$ cat src/rtl/simplez_uart_tx.sv
// Memory-mapped 8N1 UART transmitter for the Simplez CPU bus.
// Two registers: a status word (overrun, ready) and the transmit data byte.
module simplez_uart_tx #(
    parameter int unsigned BAUD_DIV    = 104,
    parameter logic [8:0]  ADDR_STATUS = 9'h1FE,
    parameter logic [8:0]  ADDR_DATA   = 9'h1FF
) (
    input  logic        clk,
    input  logic        rstn,
    input  logic [8:0]  addr,
    input  logic        rd,
    input  logic        wr,
    input  logic [11:0] data_in,
    output logic [11:0] data_out,
    output logic        hit,
    output logic        tx,
    output logic        busy
);

    localparam int unsigned      BAUD_W    = $clog2(BAUD_DIV);
    localparam logic [BAUD_W-1:0] BAUD_LAST = BAUD_W'(BAUD_DIV - 1);

    typedef enum logic [1:0] {
        IDLE,
        START,
        DATA,
        STOP
    } state_t;

    state_t            state_reg, state_next;
    logic [BAUD_W-1:0] baud_cnt_reg, baud_cnt_next;
    logic [2:0]        bit_cnt_reg, bit_cnt_next;
    logic [7:0]        shift_reg, shift_next;
    logic [7:0]        data_reg, data_next;
    logic              ovr_reg, ovr_next;
    logic              tx_reg, tx_next;
    logic              busy_reg, busy_next;

    logic sel_status;
    logic sel_data;
    logic bit_end;
    logic wr_data;
    logic accept;

    assign sel_status = (addr == ADDR_STATUS);
    assign sel_data   = (addr == ADDR_DATA);
    assign hit        = sel_status | sel_data;
    assign tx         = tx_reg;
    assign busy       = busy_reg;

    // Bus read path is purely combinational so the CPU sees it in the same cycle.
    always_comb begin
        data_out = 12'hFFF;
        if (rd && sel_status) begin
            data_out = {10'b0, ovr_reg, ~busy_reg};
        end else if (rd && sel_data) begin
            data_out = {4'b0, data_reg};
        end
    end

    assign bit_end = (baud_cnt_reg == BAUD_LAST);
    assign wr_data = wr && sel_data;
    // The last STOP cycle counts as free, so a write there chains frames seamlessly.
    assign accept  = wr_data && ((state_reg == IDLE) || ((state_reg == STOP) && bit_end));

    always_comb begin
        state_next    = state_reg;
        baud_cnt_next = bit_end ? '0 : baud_cnt_reg + BAUD_W'(1);
        bit_cnt_next  = bit_cnt_reg;
        shift_next    = shift_reg;
        data_next     = data_reg;
        ovr_next      = ovr_reg;
        tx_next       = 1'b1;
        busy_next     = 1'b0;

        case (state_reg)
            IDLE: begin
                baud_cnt_next = '0;
            end
            START: begin
                if (bit_end) begin
                    state_next   = DATA;
                    bit_cnt_next = 3'd0;
                end
            end
            DATA: begin
                if (bit_end) begin
                    if (bit_cnt_reg == 3'd7) begin
                        state_next   = STOP;
                        bit_cnt_next = 3'd0;
                    end else begin
                        shift_next   = {1'b0, shift_reg[7:1]};
                        bit_cnt_next = bit_cnt_reg + 3'd1;
                    end
                end
            end
            STOP: begin
                if (bit_end) begin
                    state_next = IDLE;
                end
            end
            default: begin
                state_next = IDLE;
            end
        endcase

        if (accept) begin
            state_next    = START;
            baud_cnt_next = '0;
            bit_cnt_next  = 3'd0;
            shift_next    = data_in[7:0];
            data_next     = data_in[7:0];
        end

        // A rejected write outranks the read-to-clear on the same edge.
        if (wr_data && !accept) begin
            ovr_next = 1'b1;
        end else if (rd && sel_status) begin
            ovr_next = 1'b0;
        end

        case (state_next)
            START:   tx_next = 1'b0;
            DATA:    tx_next = shift_next[0];
            default: tx_next = 1'b1;
        endcase
        busy_next = (state_next != IDLE);
    end

    always_ff @(negedge clk) begin
        if (!rstn) begin
            state_reg    <= IDLE;
            baud_cnt_reg <= '0;
            bit_cnt_reg  <= 3'd0;
            shift_reg    <= 8'h00;
            data_reg     <= 8'h00;
            ovr_reg      <= 1'b0;
            tx_reg       <= 1'b1;
            busy_reg     <= 1'b0;
        end else begin
            state_reg    <= state_next;
            baud_cnt_reg <= baud_cnt_next;
            bit_cnt_reg  <= bit_cnt_next;
            shift_reg    <= shift_next;
            data_reg     <= data_next;
            ovr_reg      <= ovr_next;
            tx_reg       <= tx_next;
            busy_reg     <= busy_next;
        end
    end

endmodule

$ cat config.mk
export PLATFORM = sky130hd
export DESIGN_NAME = simplez_uart_tx
export DESIGN_NICKNAME = d
export VERILOG_FILES = /design/src/rtl/simplez_uart_tx.sv
export SDC_FILE = /design/constraint.sdc
export NUM_CORES = 1
export LEC_CHECK = 0
export ABC_AREA = 1
export BUFFER_PORTS_ARGS = -buffer_cell sky130_fd_sc_hd__buf_2
export CAP_MARGIN = 20
export CORE_MARGIN = 3
export CORE_UTILIZATION = 51
export DETAILED_ROUTE_END_ITERATION = 7
export PLACE_DENSITY = 0.8
export SETUP_SLACK_MARGIN = 0.02
export SLEW_MARGIN = 10
export SYNTH_ARGS = -nofsm -noshare
export SYNTH_HDL_FRONTEND = slang
export SYNTH_SLANG_ARGS = --single-unit
$ cat constraint.sdc
create_clock -name clk -period 2.15 [get_ports clk]
set_input_delay 0.1075 -clock clk [delete_from_list [all_inputs] [get_ports clk]]
set_output_delay 0.1075 -clock clk [all_outputs]
set_load 0.005 [all_outputs]
* Yosys cells after proc, flatten, opt, wreduce, memory -nomap -nowiden
Index checks and enable logic that the tools add are counted.
** Cells by class
- $lt $le $gt $ge :: 0
- Eq/ne operators :: 12
- Shift-type cells :: 0
- Div/mod/pow operators :: 0
- Add/subtract/negate cells :: 2
- Bitwise gates (word level) :: 3
- Reduce and logical (&&, ||, !) cells :: 18
- Multiply operators :: 0
- Multiplexer cells :: 19
** Operators by type and width (count)
- $mux W8 :: 4
- $mux W12 :: 2
- $eq A9 B9 Y1 const B :: 2
- $mux W2 :: 5
- $reduce_bool A2 Y1 :: 5
- $mux W3 :: 3
- $add A7 B1 Y7 const B :: 1
- $eq A7 B7 Y1 const B :: 1
- $eq A2 B2 Y1 const B :: 3
- $logic_and A1 B1 Y1 :: 6
- $ne A2 B2 Y1 const B :: 3
- $pmux W2 S3 :: 1
- $pmux W3 S2 :: 1
- $reduce_and A3 Y1 :: 2
- $eq A2 B1 Y1 const B :: 2
- $reduce_or A4 Y1 :: 1
- $add A3 B1 Y3 const B :: 1
- $eq A3 B3 Y1 const B :: 1
- $logic_not A2 Y1 :: 1
- $mux W1 :: 2
- $not A1 Y1 :: 2
- $pmux W1 S2 :: 1
- $reduce_or A2 Y1 :: 1
- $logic_not A1 Y1 :: 1
- 2 further kinds :: 2
** Storage, ports and cells
- Register bits :: 31
- Bits in latches :: 0
- Memories :: 0
- Memory bits (read-only) :: 0
- Output and inout bits :: 15
- Bits of input ports :: 25
- RAM bits :: 0
- Word-level logic and storage cells :: 63

* Depth between registers and ports, before layout
Gate-level depths: netlist of run 1.
- Word-level depth :: 7
- Mapped depth :: 11
- Depth with buffers taken out :: 11

==> flow_metrics.py, run 1 <==
metrics = {
    "run_status": {
        "status": "complete, but fails checks",
        "violations": "negative setup slack",
    },
    "route": {
        "drtPass1Iterations": 5,
        "wl_per_cell_um": 11.05,
        "drt_wl_total_um": 3491,
        "drc_errors": 0,
        "drtIter0Drc": 82,
        "vias_per_cell": 4.968,
        "vias": 1570,
        "drt.antenna.violating_nets": 0,
    },
    "clocking": {
        "cts.sinks": 31,
        "cts_buffers": 5,
        "clockBufferDepth": 2,
        "cts_hold_buf": 0,
        "cts_tree": "built",
        "htreeDepth": 2,
        "clk_pin_slew_worst_paths_ns": 0.04,
        "worstSkewPairLatency_ns": 0.41,
        "root_buffer": "clkbuf_4",
    },
    "critical_path": {
        "cp-end-kind": "primary output",
        "path_class": "flip-flop to primary output",
        "r2r_slack_ns": 0.39,
        "rr_endpoint": "tx$_SDFF_NN1_",
        "reg2reg_from": "bit_cnt_reg[0]$_SDFFE_NP0P_",
        "start_kind": "flip-flop",
        "critPathRequiredTime_ns": 2.04,
        "cp_max_fo": 2,
        "worstPathArrival_ns": 2.17,
        "worstRegToRegCells": 10,
    },
    "yosys": {
        "synth_area_leaders": "dfxtp_1, nand2_1, nand3_1",
        "synth_top_cell_area_share_pct": 42.18,
        "synthCells": 201,
        "async_reset_ff_share_pct": 0,
        "syn_avg_cell_area_um2": 7.320,
        "synthFlopType": "dfxtp_1",
        "synth_top_cell_by_area": "dfxtp_1",
        "ys_ff_latch": 31,
        "syn_area_mm2": 0.001471,
        "ys_seq_area_share_pct": 42.18,
        "synth_enable_flop_cells": 0,
        "synth_cell_types": 27,
        "yosysWarnings": 0,
        "syn-num-nets": 229,
    },
    "finish": {
        "final_common_cell": "inv_1",
        "fillers": 213,
        "layout_common_cells": "inv_1, nand2_1, buf_2",
        "area_growth_pct": 35.37,
        "regArea_um2": 629.4,
        "drive_above_1_share_pct": 33.22,
        "n_antenna_cell": 0,
        "multi_input_area_um2": 718.2,
        "num-nets-final": 313,
        "postLayoutCellArea_mm2": 0.001992,
        "final_util_pct": 76.25,
    },
    "global_routing": {
        "grt_pass1_vias": 1445,
        "grt_pass1_wl_um": 5699,
        "antenna_found_initial": 0,
        "grt_max_degree": 15,
        "grt_usage_pct": 21.52,
        "overflow": 0,
    },
    "sta": {
        "worst_hold_slack_ns": 0.4375,
        "finalSetupViolations": 7,
        "slew_headroom_pct": 77.41,
        "hold_viol_final": 0,
        "skew_ns": 0.02601,
        "rsz0062_at_grt": "true",
        "layout_setup_ws_ns": -0.1278,
        "tightest_slew_ns": 0.3303,
        "drv_slew": 0,
    },
    "hold_path": {
        "whs_endpoint": "baud_cnt_reg[0]$_SDFF_NP0_",
        "holdCritStartpoint": "baud_cnt_reg[0]$_SDFF_NP0_",
        "hold_depth": 1,
        "hold_class": "flip-flop to flip-flop",
    },
    "placed_design": {
        "finalWeightedCongestion": 0.8378,
        "hpwlAfterDp_um": 2392,
        "placed_cell_area_mm2": 0.001742,
        "dp_worst_setup_slack_ns": -0.2051,
        "io_buffers": 35,
    },
    "pwr": {
        "ir_drop_mv": 1.013,
        "p_per_area_mw_per_mm2": 653.6,
        "p_leak_nw": 1.012,
    },
    "floorplanning": {
        "die_h_um": 59.72,
        "row_count": 18,
        "io_pins": 40,
        "initial_utilization_pct": 56.32,
        "die_area_mm2": 0.003566,
        "core_region_area_mm2": 0.002613,
        "die_x_um": 59.72,
    },
    "flow_run": {
        "max_cap_violations": 0,
    },
}
==> routing by layer <==
layer,GRT usage (%),up-vias,wire (um)
li1,-,826,-
met1,25.20,690,1544
met3,10.58,6,266
met5,0,-,0
met2,32.41,48,1635
met4,10.76,0,46
==> cell type report <==
type                    instances  share of cell area (%)
clock buffers                   5                   1.884
clock inverters                34                   7.915
inverters                      25                   4.711
multi-input cells             137                   36.06
flip-flops and latches         31                   31.60
well taps                      30                   1.884
repair buffers                 54                   15.95
==> Yosys cell counts (2+ instances only) <==
| cell type | count |
|---|---|
| nand2_2 | 6 |
| nor3_1 | 2 |
| dfxtp_1 | 31 |
| nor2_2 | 3 |
| inv_2 | 2 |
| nand4_1 | 7 |
| xor2_1 | 2 |
| o21ai_0 | 14 |
| buf_4 | 3 |
| ha_1 | 3 |
| nand3_2 | 2 |
| a21oi_1 | 6 |
| inv_1 | 24 |
| nand3_1 | 26 |
| nand2_1 | 38 |
| buf_2 | 2 |
| nor2_1 | 20 |
==> cell families after synthesis <==
kind of cell,synth area share [%]
compound gates,8.333
fa+ha+maj,2.551
flops,42.18
simple gates,35.29
xor+xnor,1.786
buf+inv,9.864
==> power breakdown <==
part / internal (W) / switching (W)
clock: 0.000317 / 0.000355
combinational: 0.0000248 / 0.0000267
sequential: 0.000578 / 0.000000160
==> per-stage QoR <==
stage          power [W]  TNS (ns)  cells
2_1_floorplan  0.0006962         0    201
4_1_cts         0.001317   -0.2632    314
6_report        0.001302   -0.2836    316
3_5_place_dp   0.0007275    -2.665    273
3_3_place_gp   0.0007270    -2.087    273
5_1_grt         0.001401   -0.7769    316
==> worst max-delay path: stages, from the launching register on <==
cell     delay, ns
dfxtp_1       0.29
inv_1         0.06
nand2_1       0.06
o21ai_1       0.09
nand2_1       0.07
buf_2         0.12
==> worst max-delay path by stage <==
stage	start	end	slack, ns	cells after the start
4_1_cts	data_reg[0]$_SDFFE_NN0P_	data_out[0]	-0.08	3
3_5_place_dp	addr[5]	data_reg[7]$_SDFFE_NN0P_	-0.21	7
5_1_grt	data_reg[1]$_SDFFE_NN0P_	data_out[1]	-0.19	5
2_1_floorplan	addr[5]	tx$_SDFF_NN1_	0.03	10
3_3_place_gp	addr[5]	shift_reg[6]$_SDFFE_NN0P_	-0.15	7
6_report	data_reg[1]$_SDFFE_NN0P_	data_out[1]	-0.13	5
==> what timing repair did <==
action                     in CTS  in global routing
setup endpoints to repair       8                  8
setup buffers                   3                  2
resized for setup              14                  9
pin swaps                       8                  3
No activity file was read; power rests on OpenSTA's default activity.
==> run 2, diff against run 1 <==
==> constraint.sdc (replaced) <==
create_clock -name clk -period 2.15 [get_ports clk]
set_input_delay 0.43 -clock clk [delete_from_list [all_inputs] [get_ports clk]]
set_output_delay 0.43 -clock clk [all_outputs]
set_load 0.005 [all_outputs]
==> flow_metrics.py, run 2 (same netlist as run 1, synthesis figures left out) <==
metrics = {
    "sta": {
        "tightest_slew_ns": 0.3585,
        "finalSetupViolations": 15,
        "rsz0062_at_grt": "true",
        "tns_ns": -2.999,
        "hold_viol_final": 0,
        "layout_setup_ws_ns": -0.3919,
        "drv_slew": 0,
        "skew_ns": 0.01644,
        "slew_headroom_pct": 75.48,
    },
    "route": {
        "vias": 1585,
        "wl_met1_um": 1548,
        "wl_met3_um": 251,
        "drtPass1Iterations": 4,
        "highest_layer": "met4",
        "drtIter0Drc": 60,
        "drt_wl_total_um": 3511,
        "wl_per_cell_um": 11.01,
        "dr_wl_met2_um": 1644,
        "drt.antenna.violating_nets": 0,
        "vias_per_cell": 4.969,
        "drc_errors": 0,
    },
    "pwr": {
        "clockPowerShare_pct": 51.1,
        "power_report.internal_total_w": 0.0009287,
        "seq_power_share_pct": 43.8,
        "ir_drop_mv": 0.7948,
        "p_sw_share_pct": 29.63,
        "power_w": 0.001320,
        "combPwrFrac_pct": 5.1,
        "p_per_area_mw_per_mm2": 615.7,
        "p_leak_nw": 1.048,
        "p_sw_w": 0.0003910,
    },
    "critical_path": {
        "startpoint": "data_reg[0]$_SDFFE_NN0P_",
        "r2r_slack_ns": 0.43,
        "worstRegToRegCells": 10,
        "slowest_delay_ns": 0.31,
        "worstPathArrival_ns": 2.11,
        "cp_max_fo": 2,
        "reg2reg_from": "bit_cnt_reg[0]$_SDFFE_NP0P_",
        "path_cells": "nor3b_2, a21oi_1, buf_2",
        "cp-end-kind": "primary output",
        "path_class": "flip-flop to primary output",
        "start_kind": "flip-flop",
        "rr_endpoint": "tx$_SDFF_NN1_",
        "slowest_stage": "dfxtp_2",
        "critPathRequiredTime_ns": 1.72,
    },
    "clocking": {
        "worstSkewPairLatency_ns": 0.40,
        "cts.sinks": 31,
        "root_buffer": "clkbuf_4",
        "clk_pin_slew_worst_paths_ns": 0.04,
        "cts_tree": "built",
        "clockBufferDepth": 2,
        "htreeDepth": 2,
        "cts_hold_buf": 0,
        "cts_buffers": 5,
    },
    "finish": {
        "final_common_cell": "inv_1",
        "fillers": 168,
        "layout_common_cells": "inv_1, nand2_1, buf_2",
        "area_growth_pct": 45.66,
        "n_antenna_cell": 0,
        "final_util_pct": 82.04,
        "postLayoutCellArea_mm2": 0.002143,
        "drive_above_1_share_pct": 37.37,
        "num-nets-final": 316,
    },
    "floorplanning": {
        "initial_utilization_pct": 56.32,
        "core_region_area_mm2": 0.002613,
        "die_x_um": 59.72,
        "die_h_um": 59.72,
        "io_pins": 40,
        "row_count": 18,
        "die_area_mm2": 0.003566,
    },
    "hold_path": {
        "hold_class": "flip-flop to flip-flop",
        "holdCritStartpoint": "baud_cnt_reg[0]$_SDFF_NP0_",
        "whs_endpoint": "baud_cnt_reg[0]$_SDFF_NP0_",
        "hold_depth": 1,
    },
    "placed_design": {
        "placed_cell_area_mm2": 0.001810,
        "hpwlAfterDp_um": 2347,
        "dp_worst_setup_slack_ns": -0.5395,
        "io_buffers": 35,
        "finalWeightedCongestion": 0.8807,
    },
    "global_routing": {
        "grt_max_degree": 15,
        "grt_pass1_wl_um": 5954,
        "antenna_found_initial": 0,
        "grt_usage_pct": 22.15,
        "overflow": 0,
        "grt_pass1_vias": 1555,
    },
    "run_status": {
        "violations": "negative setup slack",
        "status": "complete, but fails checks",
    },
    "flow_run": {
        "max_cap_violations": 0,
    },
}
-- run 2: changes by cell type in the layout (fill, tap and decap cells not counted), sizes merged --
cell,before,now
buf,54,57
-- run 2: worst max path at each step --
stage	endpoint	slack, ns	depth (start not counted)
after floorplan	tx$_SDFF_NN1_	-0.25	10
after global placement	shift_reg[2]$_SDFFE_NN0P_	-0.50	7
after detailed placement	shift_reg[2]$_SDFFE_NN0P_	-0.54	7
after CTS	data_out[0]	-0.40	3
after global routing	data_out[0]	-0.49	3
final	data_out[0]	-0.39	3
-- run 2: per-stage QoR --
| stage | std cells | hold slack, ns |
|---|---|---|
| 3_3_place_gp | 274 | 0.4331 |
| 4_1_cts | 318 | 0.4428 |
| 5_1_grt | 319 | 0.4674 |
| 2_1_floorplan | 201 | 0.4179 |
| 6_report | 319 | 0.4396 |
| 3_5_place_dp | 274 | 0.4374 |
-- run 2: timing repair --
item | CTS | global route
pin swaps | 15 | 1
endpoints found under the setup margin | 30 | 28
buffers inserted | 6 | 1
gates resized for setup | 30 | 10
-- run 2: layout make-up --
class	instances	area [um2]	share of cell area, %
Multi-Input combinational cell	137	807.0	37.65
Clock inverter	34	157.7	7.355
Timing Repair Buffer	57	380.4	17.75
Tap cell	30	37.54	1.751
Clock buffer	5	37.54	1.751
Sequential cell	31	629.4	29.36
Inverter	25	93.84	4.378
-- run 2: per-layer routing --
metal / vias up / GRT usage [%]
li1: 831 / -
met1: 698 / 25.63
met2: 45 / 33.02
met3: 11 / 7.775
met4: 0 / 17.09
met5: - / 0
-- run 2: power by group through the flow --
| stage | Sequential (W) | Clock (W) | Combinational, W |
|---|---|---|---|
| final | 0.000578 | 0.000674 | 0.0000676 |
| after floorplan | 0.000587 | 0.0000910 | 0.0000256 |
| after CTS | 0.000578 | 0.000696 | 0.0000660 |
| after global routing | 0.000576 | 0.000765 | 0.0000733 |
| after detailed placement | 0.000587 | 0.0000910 | 0.0000566 |
| after global placement | 0.000587 | 0.0000910 | 0.0000564 |
-- run 2: critical path, delay by kind of cell, from the launching register on --
kind | cells | cell delay (ns)
AO/OA/AOI/OAI | 1 | 0.07
buffers and inverters | 1 | 0.12
flip-flops | 1 | 0.31
AND/OR/NAND/NOR | 1 | 0.14
==> run 3, diff against run 2 <==
Settings changed: SKIP_CTS_REPAIR_TIMING set to 1.
==> flow_metrics.py, run 3 (same netlist as run 1, synthesis figures left out) <==
metrics = {
    "run_status": {
        "status": "complete, but fails checks",
        "violations": "negative setup slack",
    },
    "pwr": {
        "power_report.internal_total_w": 0.0009326,
        "power_w": 0.001352,
        "combPwrFrac_pct": 5.8,
        "ir_drop_mv": 0.7418,
        "p_sw_w": 0.0004193,
        "seq_power_share_pct": 42.7,
        "clockPowerShare_pct": 51.5,
        "p_per_area_mw_per_mm2": 597.9,
        "p_leak_nw": 1.083,
        "p_sw_share_pct": 31.02,
    },
    "global_routing": {
        "overflow": 0,
        "grt_pass1_wl_um": 5582,
        "grt_usage_pct": 20.81,
        "antenna_found_initial": 0,
        "grt_max_degree": 15,
        "grt_pass1_vias": 1450,
    },
    "critical_path": {
        "reg2reg_from": "bit_cnt_reg[0]$_SDFFE_NP0P_",
        "worstRegToRegCells": 10,
        "cp-end-kind": "primary output",
        "startpoint": "data_reg[0]$_SDFFE_NN0P_",
        "path_class": "flip-flop to primary output",
        "crit_end": "data_out[0]",
        "worstPathArrival_ns": 2.18,
        "cp_max_fo": 2,
        "critPathRequiredTime_ns": 1.72,
        "rr_endpoint": "tx$_SDFF_NN1_",
        "start_kind": "flip-flop",
        "r2r_slack_ns": 0.38,
    },
    "floorplanning": {
        "die_x_um": 59.72,
        "row_count": 18,
        "initial_utilization_pct": 56.32,
        "io_pins": 40,
        "die_h_um": 59.72,
        "die_area_mm2": 0.003566,
        "core_region_area_mm2": 0.002613,
    },
    "sta": {
        "slew_headroom_pct": 75.30,
        "finalSetupViolations": 24,
        "skew_ns": 0.03678,
        "worst_hold_slack_ns": 0.4397,
        "rsz0062_at_grt": "true",
        "tns_ns": -3.679,
        "hold_viol_final": 0,
        "tightest_slew_ns": 0.3612,
        "layout_setup_ws_ns": -0.4579,
        "drv_slew": 0,
    },
    "route": {
        "drtIter0Drc": 96,
        "vias_per_cell": 5.190,
        "highest_layer": "met4",
        "wl_met1_um": 1759,
        "vias": 1666,
        "drtPass1Iterations": 4,
        "wl_per_cell_um": 13.34,
        "drc_errors": 0,
        "wl_met3_um": 277,
        "drt.antenna.violating_nets": 0,
        "drt_wl_total_um": 4283,
        "dr_wl_met2_um": 2158,
    },
    "clocking": {
        "worstSkewPairLatency_ns": 0.42,
        "clk_pin_slew_worst_paths_ns": 0.04,
        "cts.sinks": 31,
        "clockBufferDepth": 2,
        "cts_tree": "built",
        "root_buffer": "clkbuf_4",
        "htreeDepth": 2,
        "cts_buffers": 5,
    },
    "finish": {
        "area_growth_pct": 53.66,
        "n_antenna_cell": 0,
        "drive_above_1_share_pct": 43.64,
        "num-nets-final": 318,
        "final_common_cell": "inv_1",
        "layout_common_cells": "inv_1, nand2_1, buf_2",
    },
    "flow_run": {
        "max_cap_violations": 0,
    },
    "placed_design": {
        "io_buffers": 35,
        "hpwlAfterDp_um": 2347,
        "finalWeightedCongestion": 0.8807,
    },
    "hold_path": {
        "holdCritStartpoint": "baud_cnt_reg[0]$_SDFF_NP0_",
        "hold_class": "flip-flop to flip-flop",
    },
}
==> run 3: cell count changes in the layout (fill, tap and decap cells not counted), sizes merged <==
cell  change
buf       +2
==> run 3: area by class of cell <==
type,instances,area (um2)
multi-input cells,137,883.3
flip-flops and latches,31,629.4
repair buffers,59,421.7
fillers,132,351.6
clock inverters,34,157.7
inverters,25,93.84
clock buffers,5,37.54
well taps,30,37.54
==> run 3: layer usage <==
metal | track usage, % | vias to the layer above
li1 | - | 832
met1 | 25.23 | 752
met2 | 30.40 | 72
met3 | 7.127 | 10
met4 | 14.87 | 0
met5 | 0 | -
==> run 3: worst min-delay path by stage <==
stage,endpoint,depth (start not counted)
5_1_grt,baud_cnt_reg[0]$_SDFF_NP0_,1
3_3_place_gp,baud_cnt_reg[0]$_SDFF_NP0_,1
3_5_place_dp,baud_cnt_reg[0]$_SDFF_NP0_,1
6_report,baud_cnt_reg[0]$_SDFF_NP0_,1
4_1_cts,baud_cnt_reg[0]$_SDFF_NP0_,1
2_1_floorplan,baud_cnt_reg[0]$_SDFF_NP0_,1
==> run 3: power groups by stage <==
stage               sequential [W]  combinational, W   clock, W
detailed placement        0.000587         0.0000566  0.0000910
floorplan                 0.000587         0.0000256  0.0000910
finish                    0.000578         0.0000778   0.000696
global placement          0.000587         0.0000564  0.0000910
global route              0.000576         0.0000832   0.000788
CTS                       0.000578         0.0000569   0.000696
==> run 3: stage by stage <==
stage          utilization, %  setup WS (ns)  cells  cell area, um2
3_5_place_dp            69.30        -0.5395    274            1810
5_1_grt                 86.54        -0.5282    321            2261
3_3_place_gp            69.30        -0.5048    274            1810
4_1_cts                 76.63        -0.4565    312            2002
2_1_floorplan               -        -0.2541    201            1541
6_report                86.54        -0.4579    321            2261
==> run 3: critical path, cell delays in order (launching register included) <==
cell and delay (ns):
dfxtp_2 0.32, nor3b_2 0.18, a21oi_1 0.08, buf_2 0.13
